--- src/rtl/if_stage_if.sv ---
// Groups the fetch stage's decode-side and instruction-memory signals.
// master = the fetch stage, slave = decode/memory environment.
interface if_stage_if;
    logic        stall_ID;
    logic        redirect_valid;
    logic [31:0] redirect_pc;
    logic        imem_req;
    logic [31:0] imem_addr;
    logic        imem_gnt;
    logic        imem_rvalid;
    logic [31:0] imem_rdata;
    logic [31:0] instruction;
    logic [31:0] pc_ID;
    logic [31:0] pc_plus4_ID;
    logic        instr_valid_ID;

    modport master (
        input  stall_ID, redirect_valid, redirect_pc,
        input  imem_gnt, imem_rvalid, imem_rdata,
        output imem_req, imem_addr,
        output instruction, pc_ID, pc_plus4_ID, instr_valid_ID
    );

    modport slave (
        output stall_ID, redirect_valid, redirect_pc,
        output imem_gnt, imem_rvalid, imem_rdata,
        input  imem_req, imem_addr,
        input  instruction, pc_ID, pc_plus4_ID, instr_valid_ID
    );
endinterface

--- src/rtl/if_stage.sv ---
// Instruction fetch: owns the fetch PC, one outstanding imem request, feeds the IF/ID register.
// Latency: gnt in N, rvalid in N+1, valid in IF/ID at N+2; 1 instr/cycle at steady state.
// Backpressure: stall_ID holds IF/ID, a 1-entry skid buffer catches the in-flight word.
module if_stage #(
    parameter logic [31:0] RESET_PC  = 32'h0000_0000,
    parameter logic [31:0] NOP_INSTR = 32'h0000_0013
) (
    input  logic       clk,
    input  logic       reset,
    if_stage_if.master bus
);

    typedef enum logic [1:0] {
        S_FETCH = 2'd0,
        S_WAIT  = 2'd1,
        S_DRAIN = 2'd2
    } state_t;

    localparam logic [31:0] PC_MASK = ~32'd3;

    state_t      state;
    logic [31:0] pc_fetch;
    logic [31:0] inflight_pc;
    logic        skid_full;
    logic [31:0] skid_instr;
    logic [31:0] skid_pc;

    logic        req;
    logic        fire;
    logic        deliver;
    logic [31:0] target_pc;

    assign target_pc = bus.redirect_pc & PC_MASK;

    always_comb begin
        req = 1'b0;
        case (state)
            S_FETCH: req = !skid_full && !bus.redirect_valid;
            S_WAIT:  req = bus.imem_rvalid && !bus.stall_ID && !bus.redirect_valid;
            default: req = 1'b0;
        endcase
    end

    // A held reset must silence the port even though the FSM already sits in FETCH.
    assign bus.imem_req  = req && reset;
    assign bus.imem_addr = pc_fetch;

    assign fire    = req && bus.imem_gnt;
    assign deliver = (state == S_WAIT) && bus.imem_rvalid && !bus.redirect_valid;

    always_ff @(posedge clk or negedge reset) begin
        if (!reset) begin
            state       <= S_FETCH;
            pc_fetch    <= RESET_PC & PC_MASK;
            inflight_pc <= 32'd0;
        end else begin
            case (state)
                S_FETCH: begin
                    if (bus.redirect_valid) begin
                        pc_fetch <= target_pc;
                    end else if (fire) begin
                        state       <= S_WAIT;
                        inflight_pc <= pc_fetch;
                        pc_fetch    <= pc_fetch + 32'd4;
                    end
                end
                S_WAIT: begin
                    if (bus.imem_rvalid) begin
                        if (bus.redirect_valid) begin
                            pc_fetch <= target_pc;
                            state    <= S_FETCH;
                        end else if (fire) begin
                            inflight_pc <= pc_fetch;
                            pc_fetch    <= pc_fetch + 32'd4;
                        end else begin
                            state <= S_FETCH;
                        end
                    end else if (bus.redirect_valid) begin
                        // Response still owed for a pre-redirect address: swallow it in DRAIN.
                        pc_fetch <= target_pc;
                        state    <= S_DRAIN;
                    end
                end
                S_DRAIN: begin
                    if (bus.redirect_valid) begin
                        pc_fetch <= target_pc;
                    end
                    if (bus.imem_rvalid) begin
                        state <= S_FETCH;
                    end
                end
                default: state <= S_FETCH;
            endcase
        end
    end

    always_ff @(posedge clk or negedge reset) begin
        if (!reset) begin
            skid_full          <= 1'b0;
            skid_instr         <= NOP_INSTR;
            skid_pc            <= 32'd0;
            bus.instruction    <= NOP_INSTR;
            bus.pc_ID          <= 32'd0;
            bus.pc_plus4_ID    <= 32'd4;
            bus.instr_valid_ID <= 1'b0;
        end else if (bus.redirect_valid) begin
            skid_full          <= 1'b0;
            bus.instruction    <= NOP_INSTR;
            bus.instr_valid_ID <= 1'b0;
        end else if (bus.stall_ID) begin
            if (deliver) begin
                skid_full  <= 1'b1;
                skid_instr <= bus.imem_rdata;
                skid_pc    <= inflight_pc;
            end
        end else if (skid_full) begin
            skid_full          <= 1'b0;
            bus.instruction    <= skid_instr;
            bus.pc_ID          <= skid_pc;
            bus.pc_plus4_ID    <= skid_pc + 32'd4;
            bus.instr_valid_ID <= 1'b1;
        end else if (deliver) begin
            bus.instruction    <= bus.imem_rdata;
            bus.pc_ID          <= inflight_pc;
            bus.pc_plus4_ID    <= inflight_pc + 32'd4;
            bus.instr_valid_ID <= 1'b1;
        end else begin
            bus.instruction    <= NOP_INSTR;
            bus.instr_valid_ID <= 1'b0;
        end
    end

endmodule
--- src/flat_wrapper.sv ---
// flat-port wrapper written by rule: the top's interface ports become plain ports
module if_stage_flat 
#(
    parameter logic [31:0] RESET_PC  = 32'h0000_0000,
    parameter logic [31:0] NOP_INSTR = 32'h0000_0013
)
  (clk, reset, bus_stall_ID, bus_redirect_valid, bus_redirect_pc, bus_imem_gnt, bus_imem_rvalid, bus_imem_rdata, bus_imem_req, bus_imem_addr, bus_instruction, bus_pc_ID, bus_pc_plus4_ID, bus_instr_valid_ID);
  if_stage_if bus_i ();
  input  logic clk;
  input  logic reset;
  input wire logic [$bits(bus_i.stall_ID)-1:0] bus_stall_ID;
  input wire logic [$bits(bus_i.redirect_valid)-1:0] bus_redirect_valid;
  input wire logic [$bits(bus_i.redirect_pc)-1:0] bus_redirect_pc;
  input wire logic [$bits(bus_i.imem_gnt)-1:0] bus_imem_gnt;
  input wire logic [$bits(bus_i.imem_rvalid)-1:0] bus_imem_rvalid;
  input wire logic [$bits(bus_i.imem_rdata)-1:0] bus_imem_rdata;
  output wire logic [$bits(bus_i.imem_req)-1:0] bus_imem_req;
  output wire logic [$bits(bus_i.imem_addr)-1:0] bus_imem_addr;
  output wire logic [$bits(bus_i.instruction)-1:0] bus_instruction;
  output wire logic [$bits(bus_i.pc_ID)-1:0] bus_pc_ID;
  output wire logic [$bits(bus_i.pc_plus4_ID)-1:0] bus_pc_plus4_ID;
  output wire logic [$bits(bus_i.instr_valid_ID)-1:0] bus_instr_valid_ID;
  assign bus_i.stall_ID = bus_stall_ID;
  assign bus_i.redirect_valid = bus_redirect_valid;
  assign bus_i.redirect_pc = bus_redirect_pc;
  assign bus_i.imem_gnt = bus_imem_gnt;
  assign bus_i.imem_rvalid = bus_imem_rvalid;
  assign bus_i.imem_rdata = bus_imem_rdata;
  assign bus_imem_req = bus_i.imem_req;
  assign bus_imem_addr = bus_i.imem_addr;
  assign bus_instruction = bus_i.instruction;
  assign bus_pc_ID = bus_i.pc_ID;
  assign bus_pc_plus4_ID = bus_i.pc_plus4_ID;
  assign bus_instr_valid_ID = bus_i.instr_valid_ID;
  if_stage #(.RESET_PC(RESET_PC), .NOP_INSTR(NOP_INSTR)) u_core (.clk(clk), .reset(reset), .bus(bus_i));
endmodule
--- config.mk ---
export PLATFORM = sky130hd
export DESIGN_NAME = if_stage_flat
export DESIGN_NICKNAME = d
export VERILOG_FILES = /design/src/rtl/if_stage_if.sv /design/src/rtl/if_stage.sv /design/src/flat_wrapper.sv
export SDC_FILE = /design/constraint.sdc
export NUM_CORES = 1
export LEC_CHECK = 0
export CAP_MARGIN = 20
export CORE_UTILIZATION = 53
export DETAILED_ROUTE_END_ITERATION = 10
export MAX_ROUTING_LAYER = met4
export PLACE_DENSITY = 0.78
export SYNTH_ARGS = -nofsm -noshare
export SYNTH_HDL_FRONTEND = slang
export SYNTH_SLANG_ARGS = --single-unit
--- constraint.sdc ---
create_clock -name clk -period 3.26 [get_ports clk]
set_input_delay 0.978 -clock clk [delete_from_list [all_inputs] [get_ports clk]]
set_output_delay 0.978 -clock clk [all_outputs]
set_load 0.05 [all_outputs]
* Yosys cells after proc, flatten, opt, wreduce, memory -nomap -nowiden
Index checks and enable logic that the tools add are counted.
** Operators by class
- $add $sub $neg :: 3
- Equality and inequality tests :: 10
- Muxes and demuxes :: 33
- Bitwise logic cells :: 2
- Reductions and logical operators :: 18
** Operators with widths (number)
- $mux 32 :: 15
- $add 32x3->32 const B :: 3
- $pmux 32 s3 :: 1
- $pmux 32 s2 :: 1
- $mux 2 :: 7
- $logic_and 1x1->1 :: 7
- $mux 1 :: 7
- $ne 2x2->1 const B :: 3
- $ne 3x3->1 const B :: 2
- $pmux 2 s3 :: 1
- $reduce_and 3->1 :: 2
- $reduce_and 5->1 :: 1
- $ne 2x1->1 const B :: 2
- $reduce_bool 2->1 :: 2
- $logic_not 1->1 :: 3
- $ne 3x1->1 const B :: 1
- $reduce_bool 3->1 :: 1
- $eq 2x1->1 const B :: 1
- $eq 2x2->1 const B :: 1
- $logic_not 2->1 :: 1
- $not 1->1 :: 2
- $pmux 1 s2 :: 1
- $reduce_and 2->1 :: 1
** Word-level totals
- Bits in registers :: 228
- Bits of input ports :: 70
- Output and inout bits :: 130
- Word-level logic and storage cells :: 76

* Logic depth before layout (Yosys ltp)
- Depth in word-level cells :: 9
- Mapped depth :: 13

* Worst setup path after synthesis
Ideal clock, no wire load.
- Kind :: reg2reg
- From :: register u_core.skid_full
- To :: register u_core.bus.pc_plus4_ID[30]
- Setup time :: 0.129 ns
- Data arrival time :: 2.835 ns
- Setup slack :: 0.296 ns
- Cell stages (with the launch flop) :: 14
- Path through :: dfrtp_1 -> buf_4 -> buf_2 -> buf_1 -> buf_2 -> nand2_1 -> nand2_1 -> ha_1 -> inv_1 -> a221oi_2 -> nand3_1 -> nor4_1 -> xor2_1 -> o21ai_1
** On the way
- Word-level cells in the longest chain between the ends :: 2
- Elaborated cells between the ends (all ways) :: 3
- Classes of those cells :: 1 x mux; 2 x reduce/logical
** Ends and longest elaborated chain
- start: declaration :: RTL line if_stage.sv:24 : logic skid_full;
- start signal: assignment :: RTL line if_stage.sv:99 : skid_full <= 1'b0;
- start signal: assignment :: RTL line if_stage.sv:107 : skid_full <= 1'b0;
- start signal: assignment :: RTL line if_stage.sv:112 : skid_full <= 1'b1;
- $reduce_bool 2->1 (no source line)
- $reduce_and 3->1 (no source line)
- end signal: assignment :: RTL line if_stage.sv:120 : bus.pc_plus4_ID <= skid_pc + 32'd4;
- end signal: assignment :: RTL line if_stage.sv:125 : bus.pc_plus4_ID <= inflight_pc + 32'd4;
- end: declaration :: RTL line if_stage_if.sv:21 : output instruction, pc_ID, pc_plus4_ID, instr_valid_ID
Parallel ways exist; a longest one is shown, timed or not.
A chain may end at the register's enable or synchronous reset.

* Worst setup path in the final report
- From :: input port bus_imem_rvalid
- To :: output port bus_imem_req
** On the way
- Word-level cells in the longest chain between the ends :: 4
** Ends and longest elaborated chain
- start: declaration :: RTL line flat_wrapper.sv:15 : input wire logic [$bits(bus_i.imem_rvalid)-1:0] bus_imem_rvalid;
- $logic_and 1x1->1 (2 in series) :: RTL line if_stage.sv:39 : S_WAIT: req = bus.imem_rvalid && !bus.stall_ID && !bus.redirect_valid;
- $pmux 1 s2 :: RTL line if_stage.sv:37 : case (state)
- $logic_and 1x1->1 :: RTL line if_stage.sv:45 : assign bus.imem_req = req && reset;
- end: declaration :: RTL line flat_wrapper.sv:17 : output wire logic [$bits(bus_i.imem_req)-1:0] bus_imem_req;
No other way between the ends.

==> results.env <==
INITIAL_ANTENNA_VIOLATION_COUNT=0
HPWL_DETAILED_MM=20.89
AREA_GROWTH_SYNTH_TO_FINISH_PCT=28.43
TIMING.CRITICAL_PATH.SLOWEST_CELL_DELAY_NS=0.57
POSTCTSRESIZEDCELLS=0
FRACTION_OF_FINAL_LAYOUT_CELLS_WITH_DRIVE_STRENGTH_GREATER_THAN_1_PCT=13.13
MULTI_INPUT_COMB_AREA_MM2=0.005346
DR.FIRST_ITER.DRC_COUNT=776
IR_DROP_mV=0.5958
ROUTE.VIAS.TOTAL=9886
HOLD_CLASS='register to register'
TRITONCTS_NUM_SINKS=226
COMB_POWER_SHARE_PCT=45.2
YOSYSSEQAREASHARE_PCT=49.74
RSZ0062_AT_GRT='false'
YOSYSWARNINGCOUNT=0
WORST_SLEW_PIN_SLEW_NS=0.9637
ANTENNA_CELLS=0
TIMING.CRITICAL_PATH.BUF_INV=2
SYNTH.FF_LATCH_COUNT=226
SYNTH_NETS=1285
SYNTH.CELL_AREA_MM2=0.01139
TRITONCTS.NUM_BUFFERS=23
MAXCAPVIOLCOUNT=0
PLACE_WS_NS=0.07793
POST_SYNTH_INST_COUNT=1207
SYNTH_AREA_LEADERS='sky130_fd_sc_hd__dfrtp_1 48%, sky130_fd_sc_hd__nand2_1 7.2%, sky130_fd_sc_hd__mux2_2 7.0%'
NUMBER_OF_MAX_SLEW_VIOLATIONS_IN_THE_FINAL_REPORT=0
CRIT_PATH_MAX_FANOUT=4
P_TOTAL_mW=13.69
GRT_START_MAX_NET_PINS=163
ANT_NETS=0
COUNT_OF_FILL_CELLS_ADDED_DURING_FILLER_INSERTION=1598
HOLD_PATH_DEPTH=2
P_CLK_SHARE_PCT=19.4
NETLIST.AREA_LEADER.SHARE_PCT=48.12
LAYOUT.AREA.SEQ_MM2=0.005668
SYNTH_TOP_FLOP_CELL='sky130_fd_sc_hd__dfrtp_1'
PATH_DELAY_FAMILY='buffers and inverters'
GLOBAL_ROUTE.USAGE.TOTAL_PCT=28.40
ASYNC_FLOP_SHARE_PCT=100.0
CELLLEAKAGEPOWER_nW=6.270
CTSROOTBUFFERMASTER='sky130_fd_sc_hd__clkbuf_16'
FIN_WS_NS=0.1175
SYNTH_ENABLE_FLOP_CELLS=0
TIMING.MAX_SLEW.REL_SLACK_PCT=35.75
TOP_LEVEL_PINS=200
CTS_TREE='built'
DR.PASS1.ITERS=6
SETUP.WORST_PATH.CLASS='input pin to primary output'
LAYOUT_MIN_CYCLE_TIME_NS=3.142
SYNTH_LARGEST_AREA_CELL='sky130_fd_sc_hd__dfrtp_1'
GRT_PASS1_WL_MM=48.37
FINAL_TOTAL_NEGATIVE_SETUP_SLACK_NS=0
DESIGN_AREA_FINAL_MM2=0.01463
WL_PER_CELL_UM=17.92
CTS_HTREE_LEVELS=1
CP-END-KIND='primary output'
DRC=0
OVERFLOW=0
CRIT_CHAIN='clkdlybuf4s50_1, and3b_1, o211a_1, buf_12'
VIAS_PER_CELL=5.843
REG2REG_DEPTH=9
TIMING.FINAL.HOLD_VIOLATIONS=0
FLOP_PWR_SHARE_PCT=35.3
SKEW_NS=0.01799
CLK_LATENCY_NS=0.52
SWITCHINGPOWER_mW=5.964
WL_MM=30.33
FLOORPLAN.INITIALDENSITY_PCT=54.18
IO_BUFFERS=197
CRIT_CELLS=4
CRITPATHARRIVALTIME_NS=2.16
CRIT_PATH_TOP_DELAY_CELL='sky130_fd_sc_hd__clkdlybuf4s50_1'
FINAL_CELL_MIX='218 x sky130_fd_sc_hd__nand2_1, 218 x sky130_fd_sc_hd__dfrtp_1, 193 x sky130_fd_sc_hd__clkdlybuf4s50_1'
DIE_OUTLINE_AREA_MM2=0.02208
DIE_HEIGHT_UM=148.6
OUTCOME='completed'
FINALSETUPVIOLATIONS=0
POST_SYNTH.CELL_AREA_AVG_UM2=9.435
CELLPOWERDENSITY_mW_PER_MM2=936.2
SWITCHING_SHARE_PCT=43.55
CRITPATHREQUIREDTIME_NS=2.28
PLACED_CELL_AREA_MM2=0.01386
CRITICAL_PATH.STARTPOINT_TYPE='input pin'
DIE_WIDTH_UM=148.6
CLK_PIN_SLEW_NS=0.06
LONGEST_CLK_PATH_BUFS=3
CELL_ROW_COUNT=53
WORST_HOLD_SLACK_NS=0.4663
GRT_PASS1_VIAS=9129
P_INT_mW=7.729
CORE_AREA_MM2=0.02102
YOSYS.CELL_TYPES.COUNT=69
NNETSFINAL=1479
FMAX_MHz=318.2
FIN_CRIT_SH_PCT=96.39
PLACE_CONGESTION=0.9496
logic make-up (layout without fill, tap and decap cells):
logic type                 Yosys count  after routing  share of synthesized area (%)
and+or+nand+nor                    447            447                          17.35
AOI/OAI and AO/OA                  295            295                          16.21
DFF                                226            226                          49.74
muxes                              104            104                          9.921
buffers and inverters               96            306                          3.527
xor gates and xnor gates            31             31                          2.384
adders and majority gates            8              8                         0.8790
metrics by stage:
step | cells | utilization [%]
after global placement | 1650 | 65.92
after CTS | 1691 | 69.48
final | 1692 | 69.58
after detailed placement | 1650 | 65.92
after floorplan | 1207 | -
after global routing | 1692 | 69.58
worst reg2reg max path, stage by stage (launching register included):
cell and delay, ns:
sky130_fd_sc_hd__dfrtp_1 0.41, sky130_fd_sc_hd__inv_1 0.14, sky130_fd_sc_hd__ha_1 0.37, sky130_fd_sc_hd__nand3b_1 0.20, sky130_fd_sc_hd__a211oi_4 0.37, sky130_fd_sc_hd__buf_4 0.19
sky130_fd_sc_hd__nand4_1 0.20, sky130_fd_sc_hd__nor3_1 0.34, sky130_fd_sc_hd__xnor2_1 0.17, sky130_fd_sc_hd__a31oi_1 0.11
power groups by stage:
stage	clock (mW)	sequential [mW]	combinational, mW
after global placement	0	4.80	6.01
after detailed placement	0	4.86	6.14
after CTS	2.71	4.82	6.17
final	2.66	4.84	6.20
after floorplan	0	6.31	2.48
after global routing	2.82	4.98	6.63
layout make-up:
| class | instances | area share [%] |
|---|---|---|
| sequential | 226 | 38.75 |
| multi-input combinational | 885 | 36.55 |
| timing repair buffer | 250 | 16.83 |
| clock buffer | 29 | 4.157 |
| tap | 275 | 2.352 |
| clock inverter | 12 | 0.9666 |
| inverter | 15 | 0.3849 |
cell usage after synthesis, drive strengths merged (4+ instances only):
| cell type | instances |
|---|---|
| nor4 | 7 |
| clkbuf | 57 |
| nand3 | 29 |
| ha | 8 |
| nor3 | 15 |
| and3 | 11 |
| a21oi | 64 |
| nor2 | 107 |
| o21a | 5 |
| nand3b | 4 |
| a211oi | 4 |
| and2 | 10 |
| a221oi | 6 |
| dfstp | 7 |
| xor2 | 15 |
| o211ai | 8 |
| nand4b | 5 |
| nand4 | 16 |
| dfrtp | 219 |
| inv | 15 |
| xnor2 | 16 |
| a22oi | 35 |
| a41oi | 4 |
| nand2 | 218 |
| o21ai | 113 |
| mux2i | 33 |
| o22ai | 7 |
| buf | 24 |
| nor2b | 7 |
| o31ai | 4 |
| nand2b | 8 |
| a31oi | 9 |
| mux2 | 71 |
final timing paths:
check	from	endpoint	slack (ns)
worst max-delay path	bus_imem_rvalid	bus_imem_req	0.12
worst min-delay path	u_core.bus.pc_plus4_ID[2]	u_core.bus.pc_plus4_ID[2]	0.47
worst max register to register	u_core.state[1]	u_core.bus.imem_addr[31]	0.63
worst min register to register	u_core.bus.pc_plus4_ID[2]	u_core.bus.pc_plus4_ID[2]	0.47
max in group asynchronous	reset	u_core.bus.pc_ID[17]	1.90
min in group asynchronous	reset	u_core.skid_pc[9]	0.55
metal layers:
| layer | up-vias | global-route usage, % | part of all wire, % |
|---|---|---|---|
| li1 | 4656 | - | - |
| met1 | 4753 | 41.75 | 45 |
| met2 | 425 | 41.50 | 46 |
| met3 | 52 | 3.681 | 7.4 |
| met4 | 0 | 7.216 | 2.0 |
| met5 | - | - | 0 |
flip-flops by register name (all words and copies together) (netlist names):
name and flops:
u_core.skid_full 1, u_core.skid_instr 32, u_core.bus.imem_addr 32, u_core.skid_pc 32, u_core.bus.pc_ID 30, u_core.inflight_pc 32
u_core.bus.instruction 32, u_core.bus.instr_valid_ID 1, u_core.bus.pc_plus4_ID 32, u_core.state 2
what timing repair did:
item / 4_1_cts / 5_1_grt
endpoints found under the setup margin: 0 / 1
setup buffers: 0 / 1
hold buffers: 0 / 0
(Power assumes the default switching activity.)
